[src/rtl/jk_pkg.sv]
// Shared mode encodings for the JK register bank.
package jk_pkg;

    typedef enum logic [1:0] {
        MODE_JK   = 2'b00,
        MODE_UP   = 2'b01,
        MODE_DOWN = 2'b10,
        MODE_LOAD = 2'b11
    } mode_e;

endpackage : jk_pkg

[src/rtl/jk_cell.sv]
// Single JK flip-flop with synchronous active-high reset to rst_val.
// Latency: one clock edge from j/k to q.
// Backpressure: none; the cell updates on every edge. Hold is j=k=0.
module jk_cell (
    input  logic clock,
    input  logic reset,
    input  logic rst_val,
    input  logic j,
    input  logic k,
    output logic q,
    output logic q_bar
);

    always_ff @(posedge clock) begin
        if (reset) begin
            q <= rst_val;
        end else begin
            unique case ({j, k})
                2'b01:   q <= 1'b0;
                2'b10:   q <= 1'b1;
                2'b11:   q <= ~q;
                default: q <= q;
            endcase
        end
    end

    assign q_bar = ~q;

endmodule : jk_cell

[src/rtl/jk_reg_bank.sv]
// WIDTH-bit bank of JK cells: per-bit JK, up/down count, or parallel load.
// Latency: one clock edge to q/q_bar; tc is combinational from q and mode.
// Backpressure: en=0 holds q in every mode; there is no handshake.
module jk_reg_bank
    import jk_pkg::*;
#(
    parameter int               WIDTH     = 4,
    parameter logic [WIDTH-1:0] RESET_VAL = '0,
    parameter bit               SATURATE  = 1'b0
) (
    input  logic             clock,
    input  logic             reset,
    input  logic             en,
    input  logic [1:0]       mode,
    input  logic [WIDTH-1:0] j,
    input  logic [WIDTH-1:0] k,
    input  logic [WIDTH-1:0] load_val,
    output logic [WIDTH-1:0] q,
    output logic [WIDTH-1:0] q_bar,
    output logic             tc
);

    mode_e            modeSel;
    logic [WIDTH-1:0] lowOnes;
    logic [WIDTH-1:0] lowZeros;
    logic [WIDTH-1:0] cellJ;
    logic [WIDTH-1:0] cellK;
    logic             isMax;
    logic             isZero;

    assign modeSel = mode_e'(mode);
    assign isMax   = &q;
    assign isZero  = ~|q;

    // Bit i toggles when every lower bit is 1 (up) or 0 (down).
    for (genvar i = 0; i < WIDTH; i++) begin : gBit
        if (i == 0) begin : gLsb
            assign lowOnes[i]  = 1'b1;
            assign lowZeros[i] = 1'b1;
        end else begin : gUpper
            assign lowOnes[i]  = &q[i-1:0];
            assign lowZeros[i] = ~|q[i-1:0];
        end

        jk_cell uCell (
            .clock   (clock),
            .reset   (reset),
            .rst_val (RESET_VAL[i]),
            .j       (cellJ[i]),
            .k       (cellK[i]),
            .q       (q[i]),
            .q_bar   (q_bar[i])
        );
    end

    always_comb begin
        cellJ = '0;
        cellK = '0;
        unique case (modeSel)
            MODE_JK: begin
                cellJ = j;
                cellK = k;
            end
            MODE_UP: begin
                if (!(SATURATE && isMax)) begin
                    cellJ = lowOnes;
                    cellK = lowOnes;
                end
            end
            MODE_DOWN: begin
                if (!(SATURATE && isZero)) begin
                    cellJ = lowZeros;
                    cellK = lowZeros;
                end
            end
            MODE_LOAD: begin
                cellJ = load_val;
                cellK = ~load_val;
            end
            default: begin
                cellJ = '0;
                cellK = '0;
            end
        endcase
        if (!en) begin
            cellJ = '0;
            cellK = '0;
        end
    end

    assign tc = ((modeSel == MODE_UP) && isMax) || ((modeSel == MODE_DOWN) && isZero);

endmodule : jk_reg_bank

[config.mk]
export PLATFORM = sky130hd
export DESIGN_NAME = jk_reg_bank
export DESIGN_NICKNAME = d
export VERILOG_FILES = /design/src/rtl/jk_pkg.sv /design/src/rtl/jk_cell.sv /design/src/rtl/jk_reg_bank.sv
export SDC_FILE = /design/constraint.sdc
export NUM_CORES = 1
export LEC_CHECK = 0
export BUFFER_PORTS_ARGS = -buffer_cell sky130_fd_sc_hd__buf_2
export CORE_AREA = 2 2 39 41
export CTS_CLUSTER_SIZE = 24
export DETAILED_ROUTE_END_ITERATION = 12
export DIE_AREA = 0 0 41 43
export PLACE_DENSITY = 0.68
export RECOVER_POWER = 50
export REMOVE_ABC_BUFFERS = 1
export SYNTH_ARGS = -nofsm -noshare
export SYNTH_HDL_FRONTEND = slang
export SYNTH_SLANG_ARGS = --single-unit
[constraint.sdc]
create_clock -name clock -period 2.9 [get_ports clock]
set_clock_uncertainty 0.2 [all_clocks]
set_input_delay 0.58 -clock clock [delete_from_list [all_inputs] [get_ports clock]]
set_output_delay 0.58 -clock clock [all_outputs]
set_load 0.05 [all_outputs]
Word level (Yosys, flattened, before mapping)
Index checks and enable logic that the tools add are counted.
{"block": "totals", "reg_bits": 4, "out_inout_bits": 9, "word_cells": 50}
{"block": "classes", "n_eq_ne": 15, "muxes": 8, "bitwise": 5, "reduce_logical": 18}
{"cell": "4-bit one-hot mux with 4 select lines", "count": 2}
{"cell": "2-bit equality test (second input constant)", "count": 10}
{"cell": "1-bit one-hot mux with 3 select lines", "count": 4}
{"cell": "3-bit nonzero test", "count": 4}
{"cell": "2-bit by 1-bit equality test with 1-bit output (second input constant)", "count": 5}
{"cell": "4-bit two-way mux", "count": 2}
{"cell": "1-bit logical NOT", "count": 4}
{"cell": "1-bit NOT", "count": 4}
{"cell": "4-bit NOT", "count": 1}
{"cell": "4-bit AND reduction", "count": 1}
{"cell": "4-bit OR reduction", "count": 1}
{"cell": "3-bit AND reduction", "count": 1}
{"cell": "3-bit OR reduction", "count": 1}
{"cell": "1-bit logical AND", "count": 2}
{"cell": "2-bit logical NOT", "count": 1}
{"cell": "2-bit AND reduction", "count": 1}
{"cell": "2-bit OR reduction", "count": 1}
{"cell": "1-bit logical OR", "count": 1}

Logic depth before layout (Yosys ltp)
Gate-level depths: netlist of run 1.
{"block": "depth", "depth_word": 6, "ltp_mapped": 5, "ltp_nobuf": 4}

Hierarchy
A second synthesis of run 1 with hierarchy kept.
{"block": "unflattened", "cells_unflattened": 75, "hier_area_um2": 551.8}
{"module": "jk_reg_bank", "n_inst": 1, "cells_per_inst": 51, "area_each_um2": 316.6, "seq_area_each_um2": 0.0}
{"module": "jk_cell", "n_inst": 4, "cells_per_inst": 6, "area_each_um2": 58.8, "seq_area_each_um2": 30.0}

Worst setup path before layout of run 1
No wires, ideal clock.
{"block": "synth_timing", "path_type": "in2out", "from": "input mode[0]", "to": "output tc", "arrival_ns": 1.818, "required_ns": 2.120, "path_slack_ns": 0.302, "cell_stages": 2, "cell_sequence": "or4_4 > o22ai_1"}
{"block": "synth_via", "elab_chain_len": 3, "word_cells_on_any_way": 5, "classes_between": "eq/ne (2); reduce/logical (3)"}
{"item": "start, declared", "line_no": "jk_reg_bank.sv:14", "source": "input logic [1:0] mode,"}
{"item": "2-bit by 1-bit equality test with 1-bit output or 2-bit equality test (tied branches)", "line_no": "jk_reg_bank.sv:91", "source": "assign tc = ((modeSel == MODE_UP) && isMax) || ((modeSel == MODE_DOWN) && isZero);"}
{"item": "1-bit logical AND", "line_no": "jk_reg_bank.sv:91"}
{"item": "1-bit logical OR (*)", "line_no": "jk_reg_bank.sv:91"}
{"item": "end, declared", "line_no": "jk_reg_bank.sv:20", "source": "output logic tc"}
Every way passes the cells marked *; elsewhere a longest branch is shown, timed or not.

Final worst setup path of run 1
Ends and elaborated chain as after synthesis.

==> results.yml, run 1 <==
route:
  num_vias: 531
  post_drt_via_cell_ratio: 5.53
  wirelength_mm: 1.28
  wire_per_inst_microns: 13.3
  drt_iter0_markers: 9
  firstDrtPassIters: 3
  drc: 0
  postRouteAntennaNets: 0
logic_synthesis:
  async_flop_share: 0
  syn_inst: 65
  synthFlopType: "dfxtp_1"
  yosysSeqAreaShare: 0.163
  synth_area_per_cell_sq_um: 7.55
  syn-cell-area_sq_um: 490
  synth_top_cells_by_area: "dfxtp_1, buf_4, inv_1"
  ys_ff_latch: 4
  yosysUniqueCellTypes: 33
  synth_top_area_frac: 0.163
  yosysTopAreaCell: "dfxtp_1"
  synth_edf_count: 0
  yosys_warnings: 0
worst_setup_path:
  arrival_ns: 1.78
  reg2reg_slack_ns: 1.15
  crit_type: "in -> out"
  setup.worst_path.end_class: "primary output"
  required_ns: 2.12
  critPathLaunchType: "input port"
  r2r_cells: 4
  crit_fanout: 16
placement:
  dp.final_hpwl_microns: 966
  place_ws_ns: 0.451
  port_buffers: 25
  gp_congestion: 0.812
clock_network:
  postCtsSetupBuffers: 0
  numClockSinks: 4
  cts-resized-gates: 0
  htree_levels: 1
  root_buffer: "clkbuf_4"
  hold_buffers: 0
  cts_made_buffers: 3
  cts_buffer_depth: 2
  clock_latency_ns: 0.23
  cts_tree: "done"
  clk_pin_slew_ns: 0.04
timing:
  slew_viol_final: 0
  slew_headroom: 0.603
  finalCriticalPeriod_ns: 2.56
  setup_slack_ns: 0.343
  grt_setup_unrepaired: "no"
  fin_crit_sh: 0.882
  hold_viol_final: 0
  fmax_mhz: 391
  worstMarginPinSlew_ns: 0.595
  tns_ns: 0
  finalSetupViolCount: 0
finish:
  regMostFlops: "gBit.uCell.q"
  largest_reg_flops: 4
  fillCellCount: 164
  fin_nets: 99
  drive_gt1_frac: 0.350
  top_regs: "gBit.uCell.q x4"
  n_antenna_cell: 0
  syn_to_final_growth_pct: 11.2
  final_util: 0.394
grt:
  antenna_found_initial: 0
  grt_pass1_vias: 501
  grt_max_degree: 17
  grt_pass1_wl_mm: 2.02
  grt_usage: 0.162
  gr-total-overflow: 0
floorplanning:
  io_pins: 26
  num_rows: 14
  die_h_microns: 43
  core-area_sq_um: 1380
  die-area_sq_um: 1760
  start_util: 0.354
  die_width_microns: 41
power_and_ir_drop:
  peakVddDrop_v: 0.000221
  powerDensity_nw_per_um2: 489
  total_leakage_power_nw: 0.238
run:
  drv_cap: 0
run_status:
  outcome: "completed"
min_path:
  hold_path_depth: 2
  hold_class: "reg -> reg"
-- final timing paths --
| path | from | end |
|---|---|---|
| hold reg to reg | gBit[2].uCell.q$_SDFFE_PP0P_ | gBit[2].uCell.q$_SDFFE_PP0P_ |
| setup / recovery | mode[0] | tc |
| hold / removal | gBit[2].uCell.q$_SDFFE_PP0P_ | gBit[2].uCell.q$_SDFFE_PP0P_ |
| setup reg to reg | gBit[0].uCell.q$_SDFFE_PP0P_ | gBit[3].uCell.q$_SDFFE_PP0P_ |
-- logic make-up after synthesis --
group           after synthesis  share of synthesized area
compound gates               22                      0.388
buf+inv                      20                      0.240
simple gates                 18                      0.189
flops                         4                      0.163
mux                           1                     0.0204
-- routing by layer --
layer  wire (microns)  GRT usage
met4                0     0.0200
met3              104     0.0628
met5                0          0
met2              576      0.259
met1              595      0.205
-- cell usage in the layout, fill, tap and decap left out, types with 3 or more instances in the layout --
master | netlist | layout
inv_1 | 7 | 7
nor2_1 | 3 | 3
o221ai_1 | 3 | 3
buf_2 | 4 | 22
clkbuf_1 | 0 | 3
dfxtp_1 | 4 | 4
nand2_1 | 5 | 5
clkbuf_4 | 0 | 3
-- worst max-delay path, cell delays in order --
cell and delay (ns):
clkbuf_1 0.26, or4_4 0.49, o22ai_1 0.16, buf_2 0.28
-- stage by stage --
step           cell area, sq um  power, mW  hold WS [ns]  cells
5_1_grt                     546      0.288         0.379     96
6_report                    546      0.267         0.396     96
3_5_place_dp                544      0.206         0.414     93
4_1_cts                     567      0.277         0.383     96
3_3_place_gp                544      0.205         0.416     93
2_1_floorplan               399      0.164         0.452     52
-- report_power, final --
part / total (mW) / switching [mW] / internal, mW
registers: 0.0741 / 0.0119 / 0.0622
clock network: 0.0675 / 0.0213 / 0.0462
logic: 0.125 / 0.0875 / 0.0379
total: 0.267 / 0.121 / 0.146
-- area by class of cell --
class / instances / area, sq um / share of cell area
well taps: 16 / 20.0 / 0.0367
inverters: 7 / 26.3 / 0.0482
multi-input cells: 41 / 275 / 0.505
flip-flops and latches: 4 / 80.1 / 0.147
clock buffers: 3 / 22.5 / 0.0413
repair buffers: 25 / 121 / 0.222
-- cells in the mapped netlist, types with 2 or more instances --
| cell | number |
|---|---|
| nand2_1 | 5 |
| buf_4 | 8 |
| a21oi_1 | 2 |
| o221ai_1 | 3 |
| o21ai_0 | 2 |
| dfxtp_1 | 4 |
| nand3_1 | 2 |
| buf_2 | 4 |
| nor2_1 | 3 |
| inv_1 | 7 |
| o211ai_1 | 2 |
| nor3_1 | 2 |
(Power assumes the default switching activity.)
==> inputs of run 2 (changes only) <==
--- a/config.mk
+++ b/config.mk
@@ -5,12 +5,12 @@
 export SDC_FILE = /design/constraint.sdc
 export NUM_CORES = 1
 export LEC_CHECK = 0
-export BUFFER_PORTS_ARGS = -buffer_cell sky130_fd_sc_hd__buf_2
 export CORE_AREA = 2 2 39 41
 export CTS_CLUSTER_SIZE = 24
 export DETAILED_ROUTE_END_ITERATION = 12
 export DIE_AREA = 0 0 41 43
-export PLACE_DENSITY = 0.68
+export DONT_BUFFER_PORTS = 1
+export PLACE_DENSITY = 0.51
 export RECOVER_POWER = 50
 export REMOVE_ABC_BUFFERS = 1
 export SYNTH_ARGS = -nofsm -noshare
==> results.yml, run 2 (same netlist as run 1, synthesis figures left out) <==
timing:
  setup_slack_ns: 0.396
  hold_viol_final: 0
  whs_ns: 0.212
  fmax_mhz: 399
  worstMarginPinSlew_ns: 0.588
  fin_crit_sh: 0.863
  tns_ns: 0
  finalCriticalPeriod_ns: 2.50
  slew_viol_final: 0
  slew_headroom: 0.607
  grt_setup_unrepaired: "no"
  finalSetupViolCount: 0
placement:
  place_area_sq_um: 449
  port_buffers: 0
  dp.final_hpwl_microns: 900
  gp_congestion: 0.845
  place_inst: 72
  place_ws_ns: 0.642
worst_setup_path:
  setup.worst_path.end_class: "primary output"
  worst_path_largest_cell_delay_ns: 0.59
  rr_endpoint: "gBit[3].uCell.q$_SDFFE_PP0P_"
  required_ns: 2.12
  crit_family: "simple AND/OR/NAND/NOR gates"
  crit_fanout: 5
  r2r_cells: 4
  reg2reg_slack_ns: 0.80
  slowest_stage: "or4_4"
  crit_type: "reg -> out"
  arrival_ns: 1.72
  cp_num_buf_inv: 1
  r2r_start: "gBit[2].uCell.q$_SDFFE_PP0P_"
  critPathLaunchType: "register"
  cp_cell_sequence: "or4_4 > o22ai_1 > buf_4"
floorplanning:
  num_rows: 14
  io_pins: 26
  core-area_sq_um: 1380
  die_h_microns: 43
  die-area_sq_um: 1760
  start_util: 0.354
  die_width_microns: 41
route:
  post_drt_via_cell_ratio: 5.84
  drc: 0
  drt_iter0_markers: 6
  wirelength_mm: 1.18
  wire_per_inst_microns: 15.7
  firstDrtPassIters: 4
  num_vias: 438
  postRouteAntennaNets: 0
finish:
  fin_nets: 78
  drive_gt1_frac: 0.169
  syn_to_final_growth_pct: -4.59
  final_cell_mix: "inv_1, nand2_1, dfxtp_1"
  final_util: 0.338
  layout_commonest_cell: "inv_1"
  finalInstanceArea_sq_um: 468
  n_antenna_cell: 0
  instances_no_fill: 75
  largest_reg_flops: 4
  regMostFlops: "gBit.uCell.q"
  top_regs: "gBit.uCell.q x4"
run:
  drv_cap: 0
min_path:
  min_to: "gBit[1].uCell.q$_SDFFE_PP0P_"
  hold_class: "in -> reg"
  hp-start: "reset"
  hold_path_depth: 1
grt:
  grt_max_degree: 17
  grt_pass1_wl_mm: 1.82
  gr-total-overflow: 0
  grt_usage: 0.147
  antenna_found_initial: 0
  grt_pass1_vias: 433
clock_network:
  hold_buffers: 0
  numClockSinks: 4
  clk_pin_slew_ns: 0.04
  htree_levels: 1
  root_buffer: "clkbuf_4"
  cts-resized-gates: 0
  cts_made_buffers: 3
  cts_buffer_depth: 2
  postCtsSetupBuffers: 0
  clock_latency_ns: 0.23
  cts_tree: "done"
power_and_ir_drop:
  total_leakage_power_nw: 0.178
  powerDensity_nw_per_um2: 535
  total_power_mw: 0.250
  peakVddDrop_v: 0.000131
run_status:
  outcome: "completed"
[run 2: worst reg2reg max path, cell delays in order, from the launching register on]
cell and delay (ns):
dfxtp_1 0.69, inv_1 0.45, o311ai_4 0.39, mux2i_1 0.20, o21bai_1 0.11
[run 2: per-layer routing]
metal	wire length, microns	vias to the layer above	GRT usage
li1	-	224	-
met1	525	198	0.203
met2	564	14	0.216
met3	69	2	0.0157
met4	16	0	0.0733
met5	0	-	0
[run 2: layout make-up]
class	instances	area, sq um
Fill cell	155	916
Clock buffer	3	22.5
Inverter	7	26.3
Multi-Input combinational cell	41	293
Sequential cell	4	80.1
Tap cell	16	20.0
Timing Repair Buffer	4	26.3
[run 2: power breakdown]
part	internal, mW	total, mW	switching (mW)
combinational	0.0312	0.106	0.0747
sequential	0.0620	0.0744	0.0124
clock	0.0463	0.0699	0.0235
[run 2: worst max path at each step]
stage	startpoint	endpoint	cells after the start	slack, ns
floorplan	gBit[0].uCell.q$_SDFFE_PP0P_	tc	2	0.17
global placement	gBit[2].uCell.q$_SDFFE_PP0P_	tc	3	0.66
detailed placement	gBit[2].uCell.q$_SDFFE_PP0P_	tc	3	0.64
CTS	gBit[2].uCell.q$_SDFFE_PP0P_	tc	3	0.38
global route	gBit[2].uCell.q$_SDFFE_PP0P_	tc	3	0.35
finish	gBit[2].uCell.q$_SDFFE_PP0P_	tc	3	0.40
